## config.mk

```make
export PLATFORM = sky130hd
export DESIGN_NAME = dense_accum_flat
export DESIGN_NICKNAME = d
export VERILOG_FILES = /design/src/rtl/dense_accum_if.sv /design/src/rtl/dense_accum.sv /design/src/flat_wrapper.sv
export SDC_FILE = /design/constraint.sdc
export NUM_CORES = 1
export LEC_CHECK = 0
export BUFFER_PORTS_ARGS = -buffer_cell sky130_fd_sc_hd__buf_4
export CAP_MARGIN = 10
export CORE_ASPECT_RATIO = 1.75
export CORE_UTILIZATION = 43
export DETAILED_ROUTE_END_ITERATION = 7
export PLACE_DENSITY = 0.6
export SKIP_CTS_REPAIR_TIMING = 1
export SLEW_MARGIN = 20
export SYNTH_ARGS = -nofsm -noshare
export SYNTH_HDL_FRONTEND = slang
export SYNTH_SLANG_ARGS = --single-unit
```

## constraint.sdc

```tcl
create_clock -name clk -period 3.75 [get_ports clk]
set_input_delay 0.375 -clock clk [delete_from_list [all_inputs] [get_ports clk]]
set_output_delay 0.375 -clock clk [all_outputs]
set_load 0.02 [all_outputs]
```

## src/rtl/dense_accum_if.sv

```systemverilog
// Chunk-input and result-output streams of the dense accumulation stage.
// The slave side is the accumulator; the master side feeds chunks and drains results.
interface dense_accum_if #(
    parameter int DATA_W = 16
);
    logic                     in_valid;
    logic signed [DATA_W-1:0] in_data;
    logic                     out_valid;
    logic                     out_ready;
    logic signed [DATA_W-1:0] out_data;

    modport master (
        output in_valid,
        output in_data,
        output out_ready,
        input  out_valid,
        input  out_data
    );

    modport slave (
        input  in_valid,
        input  in_data,
        input  out_ready,
        output out_valid,
        output out_data
    );
endinterface

```

## src/rtl/dense_accum.sv

```systemverilog
// Sums num_chunks signed partial sums plus a bias, then applies shift, optional ReLU
// and saturation, and presents one result per job on a valid/ready output.
//
// state   | meaning
// --------+-----------------------------------------------------------
// S_IDLE  | no job; waiting for start
// S_ACCUM | adding chunk partial sums into acc until n_lat have arrived
// S_OUT   | result held on out_data/out_valid until the consumer takes it
module dense_accum #(
    parameter int DATA_W = 16,
    parameter int SHIFT  = 0
) (
    input  logic                     clk,
    input  logic                     rst,
    input  logic                     start,
    input  logic [7:0]               num_chunks,
    input  logic signed [DATA_W-1:0] bias,
    input  logic                     relu_en,
    dense_accum_if.slave             bus,
    output logic                     busy,
    output logic                     sat,
    output logic                     overrun
);
    localparam int ACC_W = DATA_W + 8;
    localparam logic signed [ACC_W-1:0] SAT_MAX = {{(ACC_W-DATA_W+1){1'b0}}, {(DATA_W-1){1'b1}}};
    localparam logic signed [ACC_W-1:0] SAT_MIN = {{(ACC_W-DATA_W+1){1'b1}}, {(DATA_W-1){1'b0}}};

    typedef enum logic [1:0] {
        S_IDLE,
        S_ACCUM,
        S_OUT
    } state_t;

    state_t                   state;
    logic signed [ACC_W-1:0]  acc;
    logic [7:0]               cnt;
    logic [7:0]               n_lat;
    logic                     relu_lat;

    logic signed [ACC_W-1:0]  sum;
    logic signed [ACC_W-1:0]  shifted;
    logic signed [DATA_W-1:0] res;
    logic                     clip;
    logic                     start_acc;

    // A start is only honoured when idle or when it coincides with the result handshake.
    assign start_acc = start && ((state == S_IDLE) || ((state == S_OUT) && bus.out_ready));

    always_comb begin
        sum     = acc + {{8{bus.in_data[DATA_W-1]}}, bus.in_data};
        shifted = sum >>> SHIFT;
        if (relu_lat && shifted[ACC_W-1]) begin
            shifted = '0;
        end
        clip = 1'b0;
        res  = shifted[DATA_W-1:0];
        if (shifted > SAT_MAX) begin
            res  = SAT_MAX[DATA_W-1:0];
            clip = 1'b1;
        end else if (shifted < SAT_MIN) begin
            res  = SAT_MIN[DATA_W-1:0];
            clip = 1'b1;
        end
    end

    always_ff @(posedge clk or posedge rst) begin
        if (rst) begin
            state         <= S_IDLE;
            acc           <= '0;
            cnt           <= '0;
            n_lat         <= '0;
            relu_lat      <= 1'b0;
            bus.out_valid <= 1'b0;
            bus.out_data  <= '0;
            busy          <= 1'b0;
            sat           <= 1'b0;
            overrun       <= 1'b0;
        end else begin
            sat <= 1'b0;

            if (start_acc) begin
                acc      <= {{8{bias[DATA_W-1]}}, bias};
                cnt      <= '0;
                n_lat    <= (num_chunks == 8'd0) ? 8'd1 : num_chunks;
                relu_lat <= relu_en;
                busy     <= 1'b1;
                state    <= S_ACCUM;
            end

            case (state)
                S_IDLE: begin
                end
                S_ACCUM: begin
                    if (bus.in_valid) begin
                        if (cnt == n_lat - 8'd1) begin
                            bus.out_data  <= res;
                            bus.out_valid <= 1'b1;
                            sat           <= clip;
                            state         <= S_OUT;
                        end else begin
                            acc <= sum;
                            cnt <= cnt + 8'd1;
                        end
                    end
                end
                S_OUT: begin
                    if (bus.out_ready) begin
                        bus.out_valid <= 1'b0;
                        if (!start_acc) begin
                            busy  <= 1'b0;
                            state <= S_IDLE;
                        end
                    end
                end
                default: begin
                    state <= S_IDLE;
                end
            endcase

            // Chunks seen outside ACCUM are lost; a same-cycle accepted start keeps the flag set.
            if (start_acc) begin
                overrun <= bus.in_valid;
            end else if (bus.in_valid && (state != S_ACCUM)) begin
                overrun <= 1'b1;
            end
        end
    end
endmodule
```

## src/flat_wrapper.sv

```systemverilog
// flat-port wrapper written by rule: the top's interface ports become plain ports
module dense_accum_flat 
#(
    parameter int DATA_W = 16,
    parameter int SHIFT  = 0
)
  (clk, rst, start, num_chunks, bias, relu_en, busy, sat, overrun, bus_in_valid, bus_in_data, bus_out_ready, bus_out_valid, bus_out_data);
  dense_accum_if #(.DATA_W(DATA_W)) bus_i ();
  input  logic clk;
  input  logic rst;
  input  logic start;
  input  logic [7:0] num_chunks;
  input  logic signed [DATA_W-1:0] bias;
  input  logic relu_en;
  output logic busy;
  output logic sat;
  output logic overrun;
  input wire logic [$bits(bus_i.in_valid)-1:0] bus_in_valid;
  input wire logic [$bits(bus_i.in_data)-1:0] bus_in_data;
  input wire logic [$bits(bus_i.out_ready)-1:0] bus_out_ready;
  output wire logic [$bits(bus_i.out_valid)-1:0] bus_out_valid;
  output wire logic [$bits(bus_i.out_data)-1:0] bus_out_data;
  assign bus_i.in_valid = bus_in_valid;
  assign bus_i.in_data = bus_in_data;
  assign bus_i.out_ready = bus_out_ready;
  assign bus_out_valid = bus_i.out_valid;
  assign bus_out_data = bus_i.out_data;
  dense_accum #(.DATA_W(DATA_W), .SHIFT(SHIFT)) u_core (.clk(clk), .rst(rst), .start(start), .num_chunks(num_chunks), .bias(bias), .relu_en(relu_en), .bus(bus_i), .busy(busy), .sat(sat), .overrun(overrun));
endmodule
```

* Word-level counts from Yosys, hierarchy flattened
Index checks and enable logic that the tools add are counted. W data, S select, Z words.
Storage, ports and cells: output and inout port bits 20, flip-flop bits (word level) 63, input bits 46, logic and storage cells 66
Operators by class: add/subtract/negate cells 3, mux-type cells 33, reduce and logical (&&, ||, !) cells 11, $lt $le $gt $ge 2, eq/ne operators 7
Operators by type and width (number):
- $mux W24 | 5
- $mux W8 | 5
- $mux W16 | 2
- $add A24 B24 Y24 | 1
- $gt A24 B16 Y1 const B | 1
- $lt A24 B16 Y1 const B | 1
- $mux W1 | 14
- $mux W2 | 5
- $add A8 B1 Y8 const B | 1
- $eq A8 B8 Y1 | 1
- $logic_not A8 Y1 | 1
- $sub A8 B1 Y8 const B | 1
- $pmux W2 S3 | 1
- $logic_and A1 B1 Y1 | 4
- $ne A2 B1 Y1 const B | 2
- $ne A2 B2 Y1 const B | 2
- $reduce_and A4 Y1 | 1
- $reduce_bool A2 Y1 | 2
- $reduce_and A3 Y1 | 1
- $eq A2 B1 Y1 const B | 1
- $eq A2 B2 Y1 const B | 1
- $logic_not A2 Y1 | 1
- $pmux W1 S2 | 1
- $logic_or A1 B1 Y1 | 1

* Depth between registers and ports, before layout
Gate-level depths: netlist (run 1).
depth after elaboration 9, depth in mapped cells 11, gate-level depth less buffers 10

* Worst setup path before layout (run 1)
No wires, ideal clock.
kind in2reg, from in bus_in_data[0], to reg u_core.bus.out_data[1], cell stages on the path 11, data arrival time 2960 ps, data required time 3621 ps, setup time 129 ps, buffers on the path 1, setup slack 662 ps, path through ha_1 -> fa_1 -> a211oi_2 -> o21ai_2 -> a31oi_1 -> a211oi_2 -> o221ai_2 -> o211ai_2 -> o41ai_4 -> buf_6 -> o22ai_1
On the way: cells in the longest elaborated chain, start to end 6, elaborated cells on any way between the ends 7, classes of those cells add/sub: 1; order compare: 2; mux: 3; reduce/logical: 1
Ends and longest elaborated chain:
- from (decl) | line flat_wrapper.sv:19 | input wire logic [$bits(bus_i.in_data)-1:0] bus_in_data;
- $add A24 B24 Y24 * | line dense_accum.sv:50 | sum = acc + {{8{bus.in_data[DATA_W-1]}}, bus.in_data};
- $logic_and A1 B1 Y1 | line dense_accum.sv:52 | if (relu_lat && shifted[ACC_W-1]) begin
- $mux W24 * | line dense_accum.sv:52
- $lt A24 B16 Y1 | line dense_accum.sv:60 | end else if (shifted < SAT_MIN) begin
- $mux W16 | line dense_accum.sv:60
- $mux W16 * | line dense_accum.sv:57 | if (shifted > SAT_MAX) begin
- to (signal assigned) | line dense_accum.sv:96 | bus.out_data <= res;
- to (decl) | line dense_accum_if.sv:25 | output out_data
Every way passes the cells marked *; elsewhere a longest branch is shown, timed or not. A chain may end at the register's enable or synchronous reset.

* Final worst setup path (run 1)
from reg u_core.acc[0], to reg u_core.bus.out_data[14]
On the way: cells in the longest elaborated chain, start to end 6, elaborated cells on any way between the ends 7, classes of those cells add/sub: 1; order compare: 2; mux: 3; reduce/logical: 1
Ends and longest elaborated chain:
- from (decl) | line dense_accum.sv:35 | logic signed [ACC_W-1:0] acc;
- from (signal assigned) | line dense_accum.sv:82 | acc <= {{8{bias[DATA_W-1]}}, bias};
- from (signal assigned) | line dense_accum.sv:101 | acc <= sum;
- $add A24 B24 Y24 * | line dense_accum.sv:50
- $logic_and A1 B1 Y1 | line dense_accum.sv:52
- $mux W24 * | line dense_accum.sv:52
- $lt A24 B16 Y1 | line dense_accum.sv:60
- $mux W16 | line dense_accum.sv:60
- $mux W16 * | line dense_accum.sv:57
Marks and branches as above.

==> results of run 1 <==
## final timing paths
| path | slack (ns) | end | start | depth (start not counted) |
|---|---|---|---|---|
| max | 0.46 | u_core.bus.out_data[14] | u_core.acc[0] | 11 |
| min | 0.21 | u_core.acc[21] | rst | 2 |
| max reg2reg | 0.46 | u_core.bus.out_data[14] | u_core.acc[0] | 11 |
| min reg2reg | 0.50 | u_core.relu_lat | u_core.relu_lat | 2 |
| max in group asynchronous | 2.75 | u_core.bus.out_data[14] | rst | 3 |
| min in group clk | 0.24 | u_core.n_lat[4] | num_chunks[4] | 3 |
## area by class of cell
type | count | share of cell area, %
clock buffers | 12 | 4.64
clock inverters | 4 | 0.847
inverters | 14 | 1.01
multi-input cells | 423 | 50.3
flip-flops and latches | 63 | 29.6
well taps | 125 | 2.94
repair buffers | 75 | 10.6
## kinds of logic after synthesis
group	after synthesis	synth area share [%]
simple gates	191	19.7
compound gates	169	25.9
flops	63	35.9
buf+inv	37	3.42
xor+xnor	29	5.78
fa+ha+maj	26	7.57
mux	8	1.82
## per-stage QoR
stage | hold WS (ns) | area (µm²)
after floorplan | 0.463 | 4390
after global placement | 0.484 | 5020
after detailed placement | 0.490 | 5020
after CTS | 0.237 | 5320
after global routing | 0.262 | 5320
final | 0.211 | 5320
## metal layers
layer	part of all wire [%]	vias to the layer above	wire, µm
met3	2.9	33	361
met4	3.5	0	431
li1	-	2040	-
met1	39	1990	4840
met5	0	-	0
met2	55	107	6780
## power by group through the flow
stage               clock network [µW]  logic [µW]  registers, µW
floorplan                            0        2170           1150
global placement                     0        2900           1160
detailed placement                   0        2940           1160
CTS                                852        2960           1150
global route                       877        3290           1190
finish                             828        2970           1150
## flip-flops by register name, indices dropped and copies added (netlist names)
signal                cells
u_core.bus.out_data      16
u_core.overrun            1
u_core.bus.out_valid      1
u_core.sat                1
u_core.relu_lat           1
u_core.state              2
u_core.cnt                8
u_core.acc               24
u_core.busy               1
u_core.n_lat              8
## worst max-delay path, cell delays in order (launching register included)
cell	delay, ns
dfrtp_1	0.38
ha_1	0.22
fa_1	0.44
a211oi_2	0.23
o21ai_2	0.12
o211a_1	0.26
o31ai_1	0.35
xor2_1	0.30
nand3_1	0.19
o41ai_4	0.31
buf_4	0.25
o22ai_1	0.11
## cells in the mapped netlist, types with 4 or more instances
library cell / n
nor2_1: 56
o22ai_1: 15
nor3_1: 8
o211ai_1: 4
ha_1: 25
a21o_1: 8
nand4_1: 5
nand2_1: 74
nand2b_1: 4
and3_1: 7
o21ai_0: 35
a211o_1: 4
nand3_1: 15
a31oi_1: 20
inv_1: 14
a21oi_1: 39
clkbuf_1: 17
dfrtp_1: 63
xor2_1: 11
mux2i_1: 8
xnor2_1: 18
o21a_1: 5
==> flow_summary.yaml, run 1 <==
sta:
  period_minus_slack_ns: 3.29
  final_hold_viol_count: 0
  period_share_pct: 87.8
  fmax_ghz: 0.304
  setup_tns_ns: 0
  grt_setup_unrepaired: "false"
  worst_slack_ns: 0.457
  drv_slew: 0
  slew_headroom_pct: 39.5
  finalSetupViolations: 0
  skew_ns: 0.00885
  worst_pin_slew_ns: 0.908
global_route:
  track_usage_pct: 24.5
  grt_max_degree: 47
  antenna_found_initial: 0
  grt_pass1_wl_mm: 19.9
  grt_overflow: 0
  grt_pass1_vias: 4128
  grt_use_met3_pct: 2.42
  top_usage_layer: "met2"
  grtUsageMet1_pct: 26.6
  met2_usage_pct: 45.4
logic_synthesis:
  yosysSeqAreaShare_pct: 35.9
  syn-instance-count: 523
  syn_nets: 595
  avgSynthCellArea_um2: 8.40
  synthTopCellsByArea: "dfrtp_1, ha_1, nand2_1"
  syn_area_um2: 4390
  yosys_warnings: 0
  yosysTopAreaCell: "dfrtp_1"
  ys_ff_latch: 63
  yosys_most_used_dff: "dfrtp_1"
  ys_types: 64
  synth_top_area_share_pct: 35.9
  synth_edf_count: 0
  async_reset_ff_share_pct: 100
clocking:
  root_buffer: "clkbuf_16"
  htreeDepth: 3
  cts_inserted_buffers: 9
  clockBufferDepth: 2
  cts_tree: "built"
  cts_sinks: 63
  clk_latency_ns: 0.33
  clkSlewWorstSetupHoldPaths_ns: 0.05
final_layout:
  final_nets: 658
  drive_gt1_share_pct: 18.4
  syn2layout_area_growth_pct: 21.0
  multi_input_area_um2: 2680
  diodes: 0
  fin_cells: 716
  regArea_um2: 1580
  utilization_pct: 53.7
  fill_cells: 969
  mostFrequentLayoutCell: "buf_4"
  final_cell_mix: "buf_4, nand2_1, dfrtp_1, nor2_1, a21oi_1"
worst_setup_path:
  required_ns: 3.95
  crit_path_start_kind: "flip-flop"
  end_kind: "flip-flop"
  crit_path_max_fanout: 15
  crit_type: "reg -> reg"
  crit_arrival_ns: 3.49
drt:
  first_pass_iters: 5
  dr.first_iter.drc_count: 248
  post_drt_via_cell_ratio: 5.82
  wire_per_inst_um: 17.3
  vias: 4170
  route.detailed.drc: 0
  routed_wl_mm: 12.4
  ant_nets: 0
floorplanning:
  core_area_um2: 9910
  die_h_um: 136
  initial_core_util_pct: 44.3
  top_level_ports: 66
  die_x_um: 78.4
  die_area_um2: 10600
  rows: 48
pwr:
  p_switching_uw: 2290
  ir_drop_mv: 0.339
  seqPwrFrac_pct: 23.3
  p_clk_share_pct: 16.7
  p_int_uw: 2660
  p_sw_share_pct: 46.3
  power_leakage_uw: 0.00236
  power_density_nw_per_um2: 931
  power_frac_comb_pct: 60.0
  total_power_uw: 4950
placement:
  place.gp.congestion: 0.920
  detailed_place_hpwl_mm: 9.20
  portBuffers: 65
  dp.cells: 700
  dp_slack_ns: 0.333
outcome:
  outcome: "completed"
run:
  maxCapViolations: 0
worst_hold_path:
  hp-class: "in -> async"
(Power assumes the default switching activity.)
==> inputs of run 2 (changes only) <==
==> constraint.sdc (replaced) <==
create_clock -name clk -period 3.55 [get_ports clk]
set_input_delay 0.355 -clock clk [delete_from_list [all_inputs] [get_ports clk]]
set_output_delay 0.355 -clock clk [all_outputs]
set_load 0.02 [all_outputs]
==> run 2 against run 1 <==
Net effect:
- setup slack lost 0.19 ns
- first-iteration DRC count shrank 38%
- via count shrank 0.14%
- non-clock buffer count grew 2
- clock skew shrank 0.0016 ns
- clock power grew 17%
- count of clock-buffer cells in the layout grew 1
- core utilization grew 0.44 points
- cell area grew 0.82%
- flip-flop and latch count is the same
- critical path type unchanged
==> flow_summary.yaml, run 2 (synthesis gave the netlist of run 1 again) <==
outcome:
  outcome: "completed"
global_route:
  grt_overflow: 0
  grt_max_degree: 38
  grt_pass1_wl_mm: 20.4
  antenna_found_initial: 0
  track_usage_pct: 25.0
  grt_pass1_vias: 4277
clocking:
  root_buffer: "clkbuf_16"
  clockBufferDepth: 2
  clkSlewWorstSetupHoldPaths_ns: 0.05
  clk_latency_ns: 0.33
  cts_inserted_buffers: 9
  cts_tree: "built"
  htreeDepth: 3
  cts_sinks: 63
worst_setup_path:
  worst-path-stages: 11
  r2r-start: "u_core.acc[0]"
  startpoint: "u_core.acc[0]"
  crit_path_start_kind: "flip-flop"
  slowest_stage: "fa_1"
  r2r_cells: 11
  required_ns: 3.75
  path_buf_inv: 1
  crit_family: "compound AO/OA/AOI/OAI gates"
  crit_type: "reg -> reg"
  end_kind: "flip-flop"
  crit_arrival_ns: 3.48
  path_cells: "ha_1 > fa_1 > a211oi_2 > o21ai_2 > o211a_1 > o31ai_1 > xor2_1 > nand3_1 > o41ai_4 > buf_4 > o22ai_1"
  critical_path.max_stage_delay_ns: 0.45
  crit_path_max_fanout: 15
sta:
  whs_ns: 0.220
  finalSetupViolations: 0
  setup_tns_ns: 0
  worst_pin_slew_ns: 0.914
  period_share_pct: 92.4
  final_hold_viol_count: 0
  period_minus_slack_ns: 3.28
  drv_slew: 0
  skew_ns: 0.00722
  slew_headroom_pct: 38.9
  grt_setup_unrepaired: "false"
  fmax_ghz: 0.305
drt:
  vias: 4164
  post_drt_via_cell_ratio: 5.80
  first_pass_iters: 4
  dr.first_iter.drc_count: 153
  wire_per_inst_um: 17.3
  routed_wl_mm: 12.4
  route.detailed.drc: 0
  ant_nets: 0
final_layout:
  fill_cells: 997
  regArea_um2: 1580
  final_cell_mix: "buf_4, nand2_1, dfrtp_1, nor2_1, a21oi_1"
  syn2layout_area_growth_pct: 22.0
  largest_reg_flops: 24
  mostFrequentLayoutCell: "buf_4"
  reg_top3: "u_core.acc x24, u_core.bus.out_data x16"
  largest_register: "u_core.acc"
  diodes: 0
  final_nets: 660
  drive_gt1_share_pct: 18.4
  multi_input_area_um2: 2670
floorplanning:
  die_h_um: 136
  die_x_um: 78.4
  die_area_um2: 10600
  initial_core_util_pct: 44.3
  core_area_um2: 9910
  rows: 48
  top_level_ports: 66
run:
  maxCapViolations: 0
placement:
  place.gp.congestion: 0.889
  portBuffers: 65
  detailed_place_hpwl_mm: 9.27
worst_hold_path:
  hp-class: "in -> async"
pwr:
  ir_drop_mv: 0.423
  power_density_nw_per_um2: 996
  power_leakage_uw: 0.00239
-- run 2: per-layer routing --
metal / GRT usage (%) / vias to the layer above / wire (µm)
met5: 0 / - / 0
met4: 14.5 / 0 / 337
met3: 3.37 / 20 / 453
met2: 46.1 / 104 / 6840
met1: 26.8 / 1997 / 4770
li1: - / 2043 / -
-- run 2: report_power, final --
part           internal (µW)  total (µW)  switching, µW  leakage, µW
logic                   1270        3160           1880      0.00152
clock network            652         966            314     0.000160
registers                994        1220            224     0.000707
total                   2920        5340           2420      0.00239
-- run 2: cell type report --
type	count	share of cell area, %
multi-input cells	423	49.8
flip-flops and latches	63	29.4
repair buffers	77	10.8
clock buffers	13	4.85
well taps	125	2.92
clock inverters	3	1.21
inverters	14	0.980
-- run 2: final timing paths --
path                       slack (ns)                      to
max                              0.27  u_core.bus.out_data[4]
min                              0.22          u_core.acc[19]
max reg2reg                      0.27  u_core.bus.out_data[4]
min reg2reg                      0.51         u_core.n_lat[7]
max in group asynchronous        2.43  u_core.bus.out_data[0]
min in group clk                 0.23         u_core.n_lat[4]
-- run 2: metrics by stage --
step / cell area [µm²] / power (µW) / util, % / cells / setup slack (ns)
after CTS: 5360 / 5370 / 54.1 / 718 / 0.273
after detailed placement: 5040 / 4370 / 50.8 / 702 / 0.197
after global routing: 5360 / 5790 / 54.1 / 718 / 0.0469
after global placement: 5040 / 4310 / 50.8 / 702 / 0.289
final: 5360 / 5340 / 54.1 / 718 / 0.269
after floorplan: 4390 / 3510 / - / 523 / 0.482
-- run 2: worst register-to-register path, cell delays in order (launching register included) --
cell	delay [ns]
dfrtp_1	0.37
ha_1	0.21
fa_1	0.45
a211oi_2	0.27
o21ai_2	0.12
o211a_1	0.25
o31ai_1	0.35
xor2_1	0.25
nand3_1	0.18
o41ai_4	0.33
buf_4	0.25
o22ai_1	0.12
